<file path="src/rtl/riscv_pkg.sv">
// Shared RISC-V core definitions: data width, default trace depth and the
// retire trace record carried through the trace buffer.
package riscv_pkg;

  localparam int XLEN        = 32;
  localparam int TRACE_DEPTH = 16;

  typedef struct packed {
    logic [31:0]     seq;
    logic [XLEN-1:0] pc;
    logic [31:0]     instr;
    logic [4:0]      reg_addr;
    logic [XLEN-1:0] reg_data;
    logic [XLEN-1:0] mem_addr;
    logic [XLEN-1:0] mem_data;
    logic            mem_wrt;
  } trace_rec_t;

endpackage

</file>
<file path="src/rtl/sync_fifo.sv">
// Single-clock first-word-fall-through FIFO with synchronous flush.
// The head entry is presented combinationally whenever count is non-zero.
module sync_fifo #(
  parameter int WIDTH = 8,
  parameter int DEPTH = 16
) (
  input  logic                     clk_i,
  input  logic                     rst_i,
  input  logic                     flush_i,
  input  logic                     push_i,
  input  logic [WIDTH-1:0]         push_data_i,
  input  logic                     pop_i,
  output logic [WIDTH-1:0]         pop_data_o,
  output logic                     push_ok_o,
  output logic [$clog2(DEPTH):0]   count_o
);

  localparam int AW = $clog2(DEPTH);
  localparam int CW = AW + 1;

  logic [WIDTH-1:0] mem [DEPTH];
  logic [AW-1:0]    wr_ptr;
  logic [AW-1:0]    rd_ptr;
  logic [CW-1:0]    count;
  logic             full;
  logic             pop_ok;

  // NOTE: every signal written here gets a default first, so no path can leave one unassigned and infer a latch.
  always_comb begin
    full      = 1'b0;
    pop_ok    = 1'b0;
    push_ok_o = 1'b0;
    full      = (count == CW'(DEPTH));
    pop_ok    = pop_i && (count != '0);
    // A pop in the same cycle frees a slot, so a full FIFO can still accept.
    push_ok_o = push_i && (!full || pop_ok);
  end

  // NOTE: the storage array has no reset; count and pointers alone define which entries are valid.
  always_ff @(posedge clk_i) begin
    if (push_ok_o && !flush_i) begin
      mem[wr_ptr] <= push_data_i;
    end
  end

  // NOTE: sequential state uses non-blocking assignments so every register samples pre-edge values.
  always_ff @(posedge clk_i or posedge rst_i) begin
    if (rst_i) begin
      wr_ptr <= '0;
      rd_ptr <= '0;
      count  <= '0;
    end else if (flush_i) begin
      wr_ptr <= '0;
      rd_ptr <= '0;
      count  <= '0;
    end else begin
      // Pointers are log2(DEPTH) bits wide, so the increment wraps modulo DEPTH.
      if (push_ok_o) wr_ptr <= wr_ptr + 1'b1;
      if (pop_ok)    rd_ptr <= rd_ptr + 1'b1;
      unique case ({push_ok_o, pop_ok})
        2'b10:   count <= count + 1'b1;
        2'b01:   count <= count - 1'b1;
        default: count <= count;
      endcase
    end
  end

  assign pop_data_o = mem[rd_ptr];
  assign count_o    = count;

endmodule

</file>
<file path="src/rtl/retire_trace_buffer.sv">
// Retire trace buffer: stamps each retired instruction with a sequence number,
// queues it in a FWFT FIFO and counts records lost to a full buffer.
module retire_trace_buffer
  import riscv_pkg::*;
#(
  parameter int DEPTH        = TRACE_DEPTH,
  parameter int AFULL_MARGIN = 2
) (
  input  logic                     clk_i,
  input  logic                     rst_i,
  input  logic                     update_i,
  input  logic [XLEN-1:0]          pc_i,
  input  logic [31:0]              instr_i,
  input  logic [4:0]               reg_addr_i,
  input  logic [XLEN-1:0]          reg_data_i,
  input  logic [XLEN-1:0]          mem_addr_i,
  input  logic [XLEN-1:0]          mem_data_i,
  input  logic                     mem_wrt_i,
  input  logic                     flush_i,
  output logic                     out_valid_o,
  input  logic                     out_ready_i,
  output trace_rec_t               out_rec_o,
  output logic                     almost_full_o,
  output logic                     overflow_o,
  output logic [15:0]              drop_cnt_o,
  output logic [$clog2(DEPTH):0]   level_o
);

  localparam int LW = $clog2(DEPTH) + 1;
  localparam int RW = $bits(trace_rec_t);
  localparam logic [LW-1:0] AFULL_LVL = LW'(DEPTH - AFULL_MARGIN);

  logic [31:0]   seq_q;
  trace_rec_t    in_rec;
  logic [RW-1:0] head_bits;
  logic          push_ok;
  logic [LW-1:0] level;

  always_comb begin
    in_rec          = '0;
    in_rec.seq      = seq_q;
    in_rec.pc       = pc_i;
    in_rec.instr    = instr_i;
    in_rec.reg_addr = reg_addr_i;
    in_rec.reg_data = reg_data_i;
    in_rec.mem_addr = mem_addr_i;
    in_rec.mem_data = mem_data_i;
    in_rec.mem_wrt  = mem_wrt_i;
  end

  sync_fifo #(
    .WIDTH (RW),
    .DEPTH (DEPTH)
  ) u_fifo (
    .clk_i       (clk_i),
    .rst_i       (rst_i),
    .flush_i     (flush_i),
    .push_i      (update_i),
    .push_data_i (in_rec),
    .pop_i       (out_ready_i),
    .pop_data_o  (head_bits),
    .push_ok_o   (push_ok),
    .count_o     (level)
  );

  // Sequence advances on every retire, kept or dropped, so gaps reveal losses.
  // A flush discards the cycle's record deliberately; that is not a drop.
  always_ff @(posedge clk_i or posedge rst_i) begin
    if (rst_i) begin
      seq_q      <= '0;
      drop_cnt_o <= '0;
      overflow_o <= 1'b0;
    end else if (update_i) begin
      seq_q <= seq_q + 1'b1;
      if (!push_ok && !flush_i) begin
        overflow_o <= 1'b1;
        if (drop_cnt_o != 16'hFFFF) drop_cnt_o <= drop_cnt_o + 1'b1;
      end
    end
  end

  assign out_rec_o     = trace_rec_t'(head_bits);
  assign out_valid_o   = (level != '0);
  assign almost_full_o = (level >= AFULL_LVL);
  assign level_o       = level;

endmodule
</file>
<file path="config.mk">
export PLATFORM = sky130hd
export DESIGN_NAME = retire_trace_buffer
export DESIGN_NICKNAME = d
export VERILOG_FILES = /design/src/rtl/riscv_pkg.sv /design/src/rtl/sync_fifo.sv /design/src/rtl/retire_trace_buffer.sv
export SDC_FILE = /design/constraint.sdc
export NUM_CORES = 2
export LEC_CHECK = 0
export CAP_MARGIN = 20
export CORE_MARGIN = 10
export CORE_UTILIZATION = 50
export DETAILED_ROUTE_END_ITERATION = 16
export PLACE_DENSITY = 0.71
export RECOVER_POWER = 100
export SYNTH_ARGS = -nofsm -noshare
export SYNTH_HDL_FRONTEND = slang
export SYNTH_HIERARCHICAL = 1
export SYNTH_SLANG_ARGS = --single-unit
</file>
<file path="constraint.sdc">
create_clock -name clk_i -period 13 [get_ports clk_i]
set_clock_uncertainty 0.05 [all_clocks]
set_input_delay 1.95 -clock clk_i [delete_from_list [all_inputs] [get_ports clk_i]]
set_output_delay 1.95 -clock clk_i [all_outputs]
set_load 0.005 [all_outputs]
</file>
==> results.txt <==
Synth area leader: edfxtp_1
FF-to-FF End: u_fifo/mem[5][16]
DP HPWL: 135 mm
most used cell, CP: clkbuf_1
HP Class: register to register
routability cong.: 0.729
run status: finished, violations left
full die area: 265000 um2
TritonRoute pass-1 iters: 7
Async S/R FF share, synth: 1.92%
reg2reg setup slack: 4730 ps
clock share of power: 37.0%
XOR/XNOR share of the synthesized area: 0.365%
fraction of layout cells with a size suffix above 1: 25.1%
WHS Endpoint: drop_cnt_o[5]
antenna violations before repair: 78
Worst Path Arrival: 10260 ps
worst reg-to-reg path cell count: 7
Seq pwr share: 47.2%
worst slew pin tran: 7870 ps
Required @ worst endpoint: 13470 ps
GRT overflow: 0
post-synthesis mux area share: 17.7%
pre-CTS setup slack: 6460 ps
initial core utilization: 50.3%
Max Cap Viol: 58
Final Hold Vio Count: 0
internal power: 19.1 mW
Synth Instances: 4916
wire per inst: 30.5 um
Layout area overhead: 14.8%
Num Clock Sinks: 3230
Die X-Extent: 515 um
total track usage: 20.5%
share of the synthesized area in the top cell type: 77.8%
RSZ-0062 raised after global routing: false
Clock Pin Slew Worst Setup and Hold Paths: 60 ps
post_cts resized: 0
list of most frequent post-synthesis cells: edfxtp_1 (3168), mux4_2 (927), clkbuf_1 (116)
compound-cell area share of the yosys netlist: 0.779%
vias in the first global route: 57800
PD cells: 177 nW/um2
Worst slew margin: -425%
Rows: 181
Seq/Total Area, Yosys: 79.1%
largest stage delay on the critical path: 2820 ps
Slew Viols, Final: 2212
Top FF cell, synth: edfxtp_1
number of nets at the end of the flow: 5679
Post-synth EDFFs: 3168
WHS: 450 ps
Switching Fraction: 23.1%
fin crit share: 75.3%
Lkg Pwr: 42.6 nW
Setup crit start: update_i
CP max stage cell: clkbuf_1
routed vias/inst: 6.15
largest family of logic cells by synthesized area: multiplexers
failing checks: max-capacitance violations, max-slew violations
number of I/O pins: 393
clock root cell: clkbuf_16
Die Span Y: 515 um
Core Box Area: 243000 um2
Post-Synthesis Cell Area: 122000 um2
Comb pwr share: 15.8%
design area: 140000 um2
Net Count, Synth: 5098
CTS tree: done
peak supply drop: 0.000160 V
Area contributors post-synth: edfxtp_1 (78%), mux4_2 (17%), dfrtp_1 (1.3%)
maximum buffer depth of the clock tree: 4
Crit Path Category: primary input to register
FF-to-FF Start: u_fifo/count_o[1]
Top delay family on crit path: buffers and inverters
Buf/Inv on CP: 5
setup ws final: 3220 ps
CTS hold repair buffers: 0
DRC viols: 0
setup_tns: 0 ps
PortBufs: 392
total power: 24.9 mW
post-synthesis cell type count: 54
Cell Area, Placed: 130000 um2
DR iter-0 viols: 6036
worst-skew pair later-pin latency: 950 ps
Max Clock Freq: 0.102 GHz
total number of vias: 55200
pin count of the biggest net entering global routing: 166
Adder-Cell Fraction of Synth Area: 0.119%
startpoint types: primary input
Yosys reg bits: 3230
Hold Startpoint: drop_cnt_o[5]
Synth Area in Simple Gates: 0.989%
sw power: 5.75 mW
CP Max Fanout: 40
Setup violations, final: 0
Setup Buffers After CTS: 0
Max H-tree Level: 5
Hold Crit Depth: 1
Tmin final: 9780 ps
CTS Buf Count: 340
critical path endpoint category: register
most common cell in the netlist: edfxtp_1
average size of a mapped cell: 24.9 um2
final WL: 273 mm
antenna viol nets, final: 0
yosys warns: 6
CP Cell Sequence: dlygate4sd3_1 > clkbuf_1 > o21a_1 > nand2_1 > nor2_4 > clkbuf_1 > clkbuf_1 > buf_4
global-route wire length before repair: 400 mm
[how the worst max path moves through the flow]
stage,to,slack (ps),cells after the start
final,u_fifo/mem[5][16],3220,8
after global placement,out_rec_o[169],6480,5
after global routing,out_rec_o[97],2760,7
after CTS,out_rec_o[169],5430,5
after detailed placement,out_rec_o[11],6460,5
after floorplan,u_fifo/mem[12][0],1200,6
[power by group through the flow]
stage	registers (mW)	logic (mW)	clock network (mW)
final	11.8	3.93	9.20
after detailed placement	12.0	4.12	0
after floorplan	11.9	2.73	0
after global routing	11.8	4.25	9.82
after global placement	12.0	4.09	0
after CTS	11.8	4.15	9.40
[registers in the layout (all words and copies together), names as in the netlist]
name	flops
u_fifo/count_o	5
overflow_o	1
u_fifo/wr_ptr	4
u_fifo/rd_ptr	4
drop_cnt_o	16
seq_q	32
u_fifo/mem	3168
[cell type report]
class | instances | area, um2
fill | 17000 | 103000
sequential | 3230 | 96700
multi-input combinational | 1418 | 24400
clock buffer | 412 | 8860
timing repair buffer | 493 | 4720
tap | 3202 | 4010
clock inverter | 170 | 1630
antenna | 28 | 70.1
inverter | 14 | 52.6
[cell families after synthesis]
family / Yosys count
DFF: 3230
muxes: 999
buffers and inverters: 268
and+or+nand+nor: 208
AOI/OAI and AO/OA: 149
xor gates and xnor gates: 51
adders and majority gates: 11
[cell usage in the layout, fill, tap and decap left out, types with 4 or more instances in the layout]
master,count
a211oi_1,64
a21oi_1,68
and2_1,5
and3_1,9
and4_1,6
buf_12,19
buf_4,29
bufinv_16,30
clkbuf_1,117
clkbuf_16,343
clkdlybuf4s50_1,11
clkinv_1,71
clkinv_2,48
clkinv_4,4
clkinvlp_4,9
dfrtp_1,59
diode_2,28
dlygate4sd3_1,381
edfxtp_1,3168
ha_1,10
inv_1,13
inv_6,6
mux2i_1,67
mux4_2,927
nand2_1,21
nand3_1,13
nand4_1,24
nor2_1,32
nor2_4,4
nor2b_1,66
nor3_1,7
o211ai_1,5
xnor2_1,35
xor2_1,16
[through the flow]
stage / util [%] / std cells
after global routing: 57.7 / 8954
final: 57.7 / 8967
after detailed placement: 53.5 / 8356
after CTS: 57.9 / 8938
after global placement: 53.5 / 8355
after floorplan: - / 4916
[metal layers]
metal  GRT usage [%]  part of all wire (%)  vias to the layer above
met4            5.90                   2.7                       30
li1                -                     -                    22500
met2            32.0                    48                     2415
met3            4.75                   8.5                      487
met1            29.4                    41                    29800
met5               0                 0.060                        -
Power figures use the tool's default switching activity.
